File: config.mk
export PLATFORM = sky130hd
export DESIGN_NAME = esc_spi_pdi_master
export DESIGN_NICKNAME = d
export VERILOG_FILES = /design/src/rtl/esc_spi_pdi_master.sv
export SDC_FILE = /design/constraint.sdc
export NUM_CORES = 1
export LEC_CHECK = 0
export CAP_MARGIN = 20
export CORE_UTILIZATION = 41
export CTS_BUF_LIST = sky130_fd_sc_hd__clkbuf_2
export CTS_CLUSTER_DIAMETER = 80
export DETAILED_ROUTE_END_ITERATION = 10
export GPL_TIMING_DRIVEN = 1
export HOLD_SLACK_MARGIN = 0.06
export RECOVER_POWER = 100
export SYNTH_ARGS = -nofsm -noshare
export SYNTH_HDL_FRONTEND = slang
export SYNTH_SLANG_ARGS = --single-unit
File: constraint.sdc
create_clock -name clk_clk -period 3.76 [get_ports clk_clk]
set_input_delay 0.564 -clock clk_clk [delete_from_list [all_inputs] [get_ports clk_clk]]
set_output_delay 0.564 -clock clk_clk [all_outputs]
set_load 0.01 [all_outputs]
File: src/rtl/esc_spi_pdi_master.sv
// SPI master for an EtherCAT slave controller PDI: one register read or write per host request.
// Latency: acceptance to rsp_valid = 1 + CS_SETUP + 16*CLK_DIV*bytes + CS_HOLD cycles; bad lengths answer next cycle.
// Backpressure: req_ready only in IDLE with EEPROM loaded; rsp_valid is a one-cycle pulse with no stall.
//
// Ports:
//   clk_clk, reset_reset                 clock and synchronous active-high reset
//   req_valid/req_ready                  request handshake; req_write, req_addr[12:0], req_len[2:0], req_wdata[31:0]
//   rsp_valid, rsp_rdata[31:0], rsp_err  completion pulse, read data (byte 0 in [7:0]), illegal-length flag
//   esc_spi_SCLK/MOSI/MISO/SS_n          SPI mode 3 bus to the ESC
//   esc_eepdone_input_export             asynchronous EEPROM-loaded flag (gates acceptance)
//   esc_spi_sint_export, esc_irq         asynchronous active-low interrupt in, synchronised active-high out
module esc_spi_pdi_master #(
  parameter int CLK_DIV  = 4,
  parameter int CS_SETUP = 2,
  parameter int CS_HOLD  = 2,
  parameter int IDLE_GAP = 4
) (
  input  logic        clk_clk,
  input  logic        reset_reset,
  input  logic        req_valid,
  output logic        req_ready,
  input  logic        req_write,
  input  logic [12:0] req_addr,
  input  logic [2:0]  req_len,
  input  logic [31:0] req_wdata,
  output logic        rsp_valid,
  output logic [31:0] rsp_rdata,
  output logic        rsp_err,
  output logic        esc_spi_SCLK,
  output logic        esc_spi_MOSI,
  input  logic        esc_spi_MISO,
  output logic        esc_spi_SS_n,
  input  logic        esc_eepdone_input_export,
  input  logic        esc_spi_sint_export,
  output logic        esc_irq
);

  localparam logic [2:0] ST_IDLE  = 3'd0;
  localparam logic [2:0] ST_SETUP = 3'd1;
  localparam logic [2:0] ST_SHIFT = 3'd2;
  localparam logic [2:0] ST_HOLD  = 3'd3;
  localparam logic [2:0] ST_GAP   = 3'd4;

  localparam logic [15:0] DIV_LAST   = 16'(CLK_DIV - 1);
  localparam logic [15:0] SETUP_LAST = 16'(CS_SETUP - 1);
  localparam logic [15:0] HOLD_LAST  = 16'(CS_HOLD - 1);
  localparam logic [15:0] GAP_LAST   = 16'(IDLE_GAP - 1);

  // Frame byte idx of the transaction: address/command header, then data or read filler.
  function automatic logic [7:0] frame_byte(input logic [2:0] idx, input logic wr,
                                            input logic [12:0] a, input logic [2:0] len,
                                            input logic [31:0] wd);
    logic [1:0] k;
    k = 2'(idx - 3'd2);
    if (idx == 3'd0)                   frame_byte = a[12:5];
    else if (idx == 3'd1)              frame_byte = {a[4:0], (wr ? 3'b100 : 3'b011)};
    else if (wr)                       frame_byte = wd[{k, 3'b000} +: 8];
    else if (idx == 3'd2)              frame_byte = 8'hFF;              // wait-state byte
    else if (idx == 3'(len + 3'd2))    frame_byte = 8'hFF;              // last read byte ends the access
    else                               frame_byte = 8'h00;
  endfunction

  logic [2:0]  state_q, state_d;
  logic [15:0] cnt_q, cnt_d;
  logic [2:0]  byte_idx_q, byte_idx_d;
  logic [2:0]  bit_idx_q, bit_idx_d;          // 0 = MSB of the current byte
  logic [2:0]  last_byte_q, last_byte_d;
  logic        wr_q, wr_d;
  logic [12:0] addr_q, addr_d;
  logic [2:0]  len_q, len_d;
  logic [31:0] wdata_q, wdata_d;
  logic [31:0] rx_q, rx_d;
  logic        sclk_q, sclk_d;
  logic        ss_n_q, ss_n_d;
  logic        mosi_q, mosi_d;
  logic        rsp_valid_q, rsp_valid_d;
  logic        rsp_err_q, rsp_err_d;
  logic [31:0] rsp_rdata_q, rsp_rdata_d;
  logic        eep_meta_q, eep_meta_d, eep_sync_q, eep_sync_d;
  logic        sint_meta_q, sint_meta_d, sint_sync_q, sint_sync_d;

  logic [2:0]  nxt_byte, nxt_bit;
  logic [7:0]  nxt_frame_byte;
  logic [4:0]  rx_bit;
  logic        last_bit;

  assign req_ready    = (state_q == ST_IDLE) && eep_sync_q;
  assign rsp_valid    = rsp_valid_q;
  assign rsp_err      = rsp_err_q;
  assign rsp_rdata    = rsp_rdata_q;
  assign esc_spi_SCLK = sclk_q;
  assign esc_spi_MOSI = mosi_q;
  assign esc_spi_SS_n = ss_n_q;
  assign esc_irq      = ~sint_sync_q;

  always_comb begin
    state_d     = state_q;
    cnt_d       = cnt_q;
    byte_idx_d  = byte_idx_q;
    bit_idx_d   = bit_idx_q;
    last_byte_d = last_byte_q;
    wr_d        = wr_q;
    addr_d      = addr_q;
    len_d       = len_q;
    wdata_d     = wdata_q;
    rx_d        = rx_q;
    sclk_d      = sclk_q;
    ss_n_d      = ss_n_q;
    mosi_d      = mosi_q;
    rsp_valid_d = 1'b0;
    rsp_err_d   = 1'b0;
    rsp_rdata_d = rsp_rdata_q;
    eep_meta_d  = esc_eepdone_input_export;
    eep_sync_d  = eep_meta_q;
    sint_meta_d = esc_spi_sint_export;
    sint_sync_d = sint_meta_q;

    nxt_bit        = bit_idx_q + 3'd1;
    nxt_byte       = (bit_idx_q == 3'd7) ? byte_idx_q + 3'd1 : byte_idx_q;
    nxt_frame_byte = frame_byte(nxt_byte, wr_q, addr_q, len_q, wdata_q);
    rx_bit         = {2'(byte_idx_q - 3'd3), ~bit_idx_q};
    last_bit       = (byte_idx_q == last_byte_q) && (bit_idx_q == 3'd7);

    case (state_q)
      ST_IDLE: begin
        if (req_valid && req_ready) begin
          wr_d    = req_write;
          addr_d  = req_addr;
          len_d   = req_len;
          wdata_d = req_wdata;
          if (req_len >= 3'd1 && req_len <= 3'd4) begin
            state_d     = ST_SETUP;
            ss_n_d      = 1'b0;
            mosi_d      = req_addr[12];        // first bit presented together with SS_n
            cnt_d       = '0;
            byte_idx_d  = '0;
            bit_idx_d   = '0;
            last_byte_d = req_write ? req_len + 3'd1 : req_len + 3'd2;
            rx_d        = '0;
          end else begin
            rsp_valid_d = 1'b1;
            rsp_err_d   = 1'b1;
            rsp_rdata_d = '0;
          end
        end
      end
      ST_SETUP: begin
        if (cnt_q == SETUP_LAST) begin
          state_d = ST_SHIFT;
          sclk_d  = 1'b0;
          cnt_d   = '0;
        end else begin
          cnt_d = cnt_q + 16'd1;
        end
      end
      ST_SHIFT: begin
        // First cycle of the high phase is the MISO sample point; header and wait bytes are dropped.
        if (sclk_q && cnt_q == 16'd0 && !wr_q && byte_idx_q >= 3'd3)
          rx_d[rx_bit] = esc_spi_MISO;
        if (cnt_q != DIV_LAST) begin
          cnt_d = cnt_q + 16'd1;
        end else begin
          cnt_d = '0;
          if (!sclk_q) begin
            sclk_d = 1'b1;
          end else if (last_bit) begin
            state_d = ST_HOLD;                 // SCLK parks high
          end else begin
            sclk_d     = 1'b0;
            byte_idx_d = nxt_byte;
            bit_idx_d  = nxt_bit;
            mosi_d     = nxt_frame_byte[~nxt_bit];
          end
        end
      end
      ST_HOLD: begin
        if (cnt_q == HOLD_LAST) begin
          state_d     = ST_GAP;
          ss_n_d      = 1'b1;
          mosi_d      = 1'b1;
          rsp_valid_d = 1'b1;
          rsp_rdata_d = rx_q;                  // stays zero for writes
          cnt_d       = '0;
        end else begin
          cnt_d = cnt_q + 16'd1;
        end
      end
      ST_GAP: begin
        if (cnt_q == GAP_LAST) begin
          state_d = ST_IDLE;
          cnt_d   = '0;
        end else begin
          cnt_d = cnt_q + 16'd1;
        end
      end
      default: begin
        state_d = ST_GAP;
        cnt_d   = '0;
      end
    endcase
  end

  always_ff @(posedge clk_clk) begin
    if (reset_reset) begin
      state_q     <= ST_GAP;
      cnt_q       <= '0;
      byte_idx_q  <= '0;
      bit_idx_q   <= '0;
      last_byte_q <= '0;
      wr_q        <= 1'b0;
      addr_q      <= '0;
      len_q       <= '0;
      wdata_q     <= '0;
      rx_q        <= '0;
      sclk_q      <= 1'b1;
      ss_n_q      <= 1'b1;
      mosi_q      <= 1'b1;
      rsp_valid_q <= 1'b0;
      rsp_err_q   <= 1'b0;
      rsp_rdata_q <= '0;
      eep_meta_q  <= 1'b0;
      eep_sync_q  <= 1'b0;
      sint_meta_q <= 1'b1;                     // inactive level, so esc_irq reads 0
      sint_sync_q <= 1'b1;
    end else begin
      state_q     <= state_d;
      cnt_q       <= cnt_d;
      byte_idx_q  <= byte_idx_d;
      bit_idx_q   <= bit_idx_d;
      last_byte_q <= last_byte_d;
      wr_q        <= wr_d;
      addr_q      <= addr_d;
      len_q       <= len_d;
      wdata_q     <= wdata_d;
      rx_q        <= rx_d;
      sclk_q      <= sclk_d;
      ss_n_q      <= ss_n_d;
      mosi_q      <= mosi_d;
      rsp_valid_q <= rsp_valid_d;
      rsp_err_q   <= rsp_err_d;
      rsp_rdata_q <= rsp_rdata_d;
      eep_meta_q  <= eep_meta_d;
      eep_sync_q  <= eep_sync_d;
      sint_meta_q <= sint_meta_d;
      sint_sync_q <= sint_sync_d;
    end
  end

endmodule

==> impl_metrics.py, run 1 <==
metrics = {
    "run_status": {
        "status": "finished with violations",
        "violations": "capacitance limit, slew limit",
    },
    "drt": {
        "first_pass_iters": 5,
        "drtIter0Drc": 453,
        "wl_per_cell_um": 14.9,
        "finalWirelength_mm": 18.0,
        "antenna_left": 0,
        "drc": 0,
        "via_per_inst": 5.35,
        "vias": 6435,
    },
    "synth": {
        "ys_seq_elements": 150,
        "ys.flop_type": "dfxtp_1",
        "yosysWarningCount": 0,
        "syn_area_per_cell_um2": 7.93,
        "synth_edf_count": 0,
        "syn_area_um2": 7240,
        "netlist_instances": 913,
        "ys_types": 69,
        "async_flop_share": 0,
        "ys_seq_area_frac": 0.415,
        "synthesis.nets": 986,
    },
    "floorplan": {
        "io_pins": 94,
        "die_w_um": 135,
        "floorplan.initialDensity": 0.419,
        "core-area_um2": 17300,
        "chipHeight_um": 135,
        "rows": 48,
        "die_area_um2": 18200,
    },
    "clock_tree": {
        "path_clk_slew_ns": 0.22,
        "cts_made_buffers": 17,
        "post_cts_buffers": 0,
        "cts_tree": "yes",
        "root_buffer": "clkbuf_2",
        "cts-htree-levels": 4,
        "cts-hold-fix-buffers": 0,
        "clk_latency_ns": 0.75,
        "clk_path_buf_depth": 2,
        "cts_resized": 0,
        "cts_num_sinks": 150,
    },
    "pwr": {
        "ir_drop_mv": 0.155,
        "total_power_uw": 2970,
        "power.switching_uw": 795,
        "power_frac_comb": 0.102,
        "p_per_area_nw_per_um2": 350,
        "clkPwrFrac": 0.345,
        "power.share.sequential": 0.554,
        "p_sw_frac": 0.267,
        "p_int_uw": 2180,
        "p_leak_uw": 0.00304,
    },
    "global_routing": {
        "grt_pass1_vias": 5875,
        "grt-ovfl-total": 0,
        "grt_usage": 0.205,
        "grt_pass1_wl_mm": 29.6,
        "grt_max_degree": 83,
        "antenna_found_initial": 1,
    },
    "worst_setup_path": {
        "cp-end-kind": "flop",
        "critical_path.startpoint_type": "input pin",
        "worstPathMaxFanout": 82,
        "worstPathRequired_ns": 4.40,
        "path_class": "in2reg",
        "arrival_ns": 3.81,
    },
    "finish": {
        "instances_no_fill": 1203,
        "area.growth.synth_to_final_pct": 17.2,
        "drive_above_1_share": 0.0676,
        "final_area_um2": 8480,
        "final_nets": 1039,
        "n_fill_cell": 1729,
    },
    "placement": {
        "dp_cells": 1172,
        "hpwl_mm": 12.2,
        "port_buffers": 93,
        "place_area_um2": 8230,
        "place_congestion": 0.835,
    },
    "sta": {
        "hold_violations": 0,
        "fin_crit_sh": 0.843,
        "period_needed_ns": 3.17,
        "tightest_slew_ns": 3.62,
        "max_slew_margin": -1.41,
        "slew_violations": 83,
        "fmax_mhz": 315,
        "setup_violations": 0,
        "rsz0062_at_grt": "false",
        "final.setup_skew_ns": 0.0253,
        "fin_setup_tns_ns": 0,
    },
    "run": {
        "cap_violations": 1,
    },
    "hold_path": {
        "hold_path_class": "in2reg",
    },
}
==> sequential cells by signal (all words and copies together) (netlist names) <==
| signal | cells |
|---|---|
| rsp_rdata | 32 |
| rx_q | 32 |
| wdata_q | 32 |
| cnt_q | 16 |
| addr_q | 13 |
| bit_idx_q | 3 |
| byte_idx_q | 3 |
| last_byte_q | 3 |
| len_q | 3 |
| state_q | 3 |
| eep_meta_q | 1 |
| eep_sync_q | 1 |
| esc_spi_MOSI | 1 |
| esc_spi_SCLK | 1 |
| esc_spi_SS_n | 1 |
| rsp_err | 1 |
| rsp_valid | 1 |
| sint_meta_q | 1 |
| sint_sync_q | 1 |
| wr_q | 1 |
==> path summary, 6_finish.rpt <==
check                                             from                     endpoint  slack [ns]  depth (start not counted)
worst min-delay path                     req_wdata[31]     wdata_q[31]$_SDFFE_PP0P_        0.33                          3
worst min register to register  sint_meta_q$_SDFF_PP1_       sint_sync_q$_SDFF_PP1_        0.44                          1
worst max register to register  cnt_q[11]$_SDFFE_PP0P_       cnt_q[15]$_SDFFE_PP0P_        0.60                          7
worst max-delay path                       reset_reset  last_byte_q[1]$_SDFFE_PP0P_        0.59                          3
==> per-layer routing <==
metal  wire (um)  up-vias  part of all wire  track usage
met5           0        -                 0            0
met4         316        0             0.018       0.0737
met3         823       28             0.046       0.0495
met2        8200      181              0.46        0.322
met1        8630     2947              0.48        0.272
li1            -     3279                 -            -
==> cell usage after synthesis, drive strengths merged, types with 6 or more instances <==
master	n	area, um^2
nand2	161	604
ha	18	225
a31oi	6	37.5
nor4	9	56.3
nand4	6	43.8
nand3	12	60.1
and2	8	51.3
o21ai	55	275
and3	6	37.5
nor3b	8	71.3
buf	34	188
mux2i	15	150
nor2	78	295
dfxtp	150	3000
nor2b	12	75.1
nor3	15	125
xnor2	7	61.3
a21oi	141	709
inv	24	90.1
clkbuf	41	154
nand2b	7	43.8
a22oi	37	278
==> power by group through the flow <==
stage	logic, uW	registers [uW]	clock network, uW
2_1_floorplan	205	1660	0
3_3_place_gp	307	1680	0
3_5_place_dp	308	1680	0
4_1_cts	311	1650	1060
5_1_grt	342	1650	1120
6_report	302	1650	1020
==> placed cells by master (no fill, tap or decap), drive strengths merged, types with 3 or more instances in the layout <==
master         Yosys  layout
and2               8       8
buf               34      15
a22oi             37      37
and3               6       6
a211o              4       4
o21ai             55      55
nand3             12      12
clkbuf            41      20
a41oi              3       3
ha                18      18
clkinvlp           0       3
a21o               5       5
nor4               9       9
nand4              6       6
nor2b             12      12
or3                3       3
xnor2              7       7
nand2            161     161
o211ai             3       3
nor3              15      15
nand2b             7       7
or2                3       3
a31oi              6       6
clkinv             0       4
nor3b              8       8
a211oi             4       4
dfxtp            150     150
dlygate4sd3        0      38
clkdlybuf4s50      0      54
inv               24      25
nor2              78      78
a21oi            141     141
xor2               5       5
mux2i             15      15
bufinv             0       4
mux2               3       3
==> logic make-up after synthesis <==
kind of cell	Yosys count	share of synthesized area
AO/OA/AOI/OAI	279	0.228
XOR/XNOR	13	0.0202
adder cells (fa/ha/maj)	18	0.0311
buffers and inverters	99	0.0596
flip-flops	150	0.415
multiplexers	20	0.0316
AND/OR/NAND/NOR	334	0.214
==> per-stage QoR <==
step	util	setup slack, ns	hold WS [ns]
2_1_floorplan	-	1.26	0.389
3_3_place_gp	0.476	0.665	0.393
3_5_place_dp	0.476	0.600	0.398
4_1_cts	0.491	0.758	0.260
5_1_grt	0.490	0.303	0.233
6_report	0.490	0.590	0.330
==> final cells by class <==
| class | instances | area, um^2 | area share |
|---|---|---|---|
| inverters | 24 | 90.1 | 0.0106 |
| flip-flops and latches | 150 | 3000 | 0.354 |
| clock buffers | 18 | 90.1 | 0.0106 |
| well taps | 225 | 282 | 0.0332 |
| multi-input cells | 664 | 3800 | 0.447 |
| repair buffers | 109 | 1040 | 0.123 |
| diodes | 1 | 2.50 | 0.000295 |
| clock inverters | 12 | 179 | 0.0211 |
==> worst max-delay path, cell delays in order <==
cell	delay [ns]
clkbuf_1	2.50
buf_4	0.63
nor2_1	0.09
Power figures use the tool's default switching activity.
==> inputs of run 2 (changes only) <==
clock period = 2.7 ns   (was 3.76 ns; I/O delays follow)
==> run 2 against run 1 <==
Against the previous run:
- the flow still finishes with violations (capacitance limit, slew limit)
- final cell count rose by 1.9%
- global-route usage fell by 0.45 points
- cell area rose by 1.8%
- critical path depth did not move
- die area did not move
- via count rose by 0.28%
- clock skew rose by 0.014 ns
- clock power rose by 27%
- utilization rose by 0.88 points
- critical path type is now reg2out
==> impl_metrics.py, run 2 (synthesis results as in run 1) <==
metrics = {
    "worst_setup_path": {
        "worstPathRequired_ns": 2.30,
        "arrival_ns": 2.16,
        "critical_path.startpoint_type": "flop",
        "crit_family": "buffers and inverters",
        "rr_startpoint": "byte_idx_q[1]$_SDFFE_PP0P_",
        "cp-startpoint": "state_q[2]$_SDFFE_PP1P_",
        "cp-end-kind": "output pin",
        "cp.buffers_inverters": 1,
        "slowest_delay_ns": 0.54,
        "worstPathMaxFanout": 8,
        "path_cells": "nor3_4 -> and2_1 -> clkdlybuf4s50_1",
        "path_class": "reg2out",
        "slowest_stage": "clkdlybuf4s50_1",
    },
    "clock_tree": {
        "root_buffer": "clkbuf_2",
        "clk_latency_ns": 0.75,
        "cts_made_buffers": 17,
        "path_clk_slew_ns": 0.23,
        "cts-htree-levels": 4,
        "cts-hold-fix-buffers": 0,
        "cts_num_sinks": 150,
        "clk_path_buf_depth": 2,
        "cts_tree": "yes",
    },
    "drt": {
        "wl_per_cell_um": 14.4,
        "via_per_inst": 5.26,
        "vias": 6453,
        "first_pass_iters": 5,
        "drc": 0,
        "antenna_left": 0,
        "finalWirelength_mm": 17.6,
        "drtIter0Drc": 523,
    },
    "floorplan": {
        "rows": 48,
        "die_area_um2": 18200,
        "io_pins": 94,
        "floorplan.initialDensity": 0.419,
        "die_w_um": 135,
        "chipHeight_um": 135,
        "core-area_um2": 17300,
    },
    "finish": {
        "final_common_cell": "nand2_1",
        "n_fill_cell": 1742,
        "area.growth.synth_to_final_pct": 19.3,
        "final_nets": 1059,
        "postLayoutCoreUtil": 0.499,
        "drive_above_1_share": 0.0891,
        "layout_common_cells": "161 x nand2_1, 148 x dfxtp_1, 140 x a21oi_1",
    },
    "sta": {
        "fin_setup_tns_ns": 0,
        "period_needed_ns": 2.56,
        "hold_violations": 0,
        "tightest_slew_ns": 2.13,
        "final.setup_skew_ns": 0.0397,
        "slew_violations": 50,
        "fin_crit_sh": 0.949,
        "setup_violations": 0,
        "fmax_mhz": 390,
        "max_slew_margin": -0.423,
        "rsz0062_at_grt": "false",
    },
    "hold_path": {
        "hold_start": "reset_reset",
        "hold_path_class": "in2reg",
    },
    "global_routing": {
        "grt_max_degree": 61,
        "grt_pass1_wl_mm": 29.0,
        "grt_pass1_vias": 5705,
        "grt-ovfl-total": 0,
        "grt_usage": 0.200,
        "antenna_found_initial": 1,
    },
    "pwr": {
        "ir_drop_mv": 0.204,
        "p_per_area_nw_per_um2": 468,
        "p_leak_uw": 0.00308,
    },
    "run": {
        "cap_violations": 1,
    },
    "placement": {
        "hpwl_mm": 12.2,
        "port_buffers": 93,
        "place_congestion": 0.837,
    },
    "run_status": {
        "status": "finished with violations",
        "violations": "capacitance limit, slew limit",
    },
}
[run 2: path summary, 6_finish.rpt]
check / slack (ns) / cells after the start / to
worst max-delay path: 0.14 / 3 / req_ready
worst min-delay path: 0.13 / 2 / rsp_valid$_SDFF_PP0_
worst max register to register: 0.15 / 9 / esc_spi_MOSI$_SDFFE_PP1P_
worst min register to register: 0.44 / 1 / sint_sync_q$_SDFF_PP1_
[run 2: layout make-up]
cell class                 count  area, um^2  area share
antenna                        2        5.00    0.000580
clock buffer                  19        95.1      0.0110
clock inverter                13         145      0.0168
inverter                      24        90.1      0.0104
multi-input combinational    664        3780       0.437
sequential                   150        3010       0.348
tap                          225         282      0.0326
timing repair buffer         129        1240       0.143
[run 2: per-layer routing]
| layer | vias up | track usage | wire length [um] |
|---|---|---|---|
| li1 | 3321 | - | - |
| met1 | 2975 | 0.271 | 8720 |
| met4 | 0 | 0.0730 | 323 |
| met5 | - | 0 | 0 |
| met3 | 22 | 0.0428 | 633 |
| met2 | 135 | 0.313 | 7920 |
[run 2: per-stage QoR]
stage                     power, uW  hold WS (ns)  worst slack, ns  instances  cell area [um^2]
after global routing           4240        0.0520          0.00379       1226              8630
after global placement         2780         0.392           0.0490       1192              8440
after detailed placement       2780         0.398         -0.00245       1192              8440
final                          4040         0.132            0.138       1226              8630
after CTS                      4090        0.0748          0.00315       1224              8690
after floorplan                2600         0.389            0.201        913              7240
[run 2: what timing repair did]
action	4_1_cts	5_1_grt
gates resized for setup	1	4
setup endpoints to repair	1	2
pin swaps	0	0
buffers inserted	0	0
[run 2: report_power, final]
group          total (uW)  internal (uW)  switching (uW)
registers            2290           2250            39.4
clock network        1300            443             856
logic                 450            202             247
total                4040           2900            1140
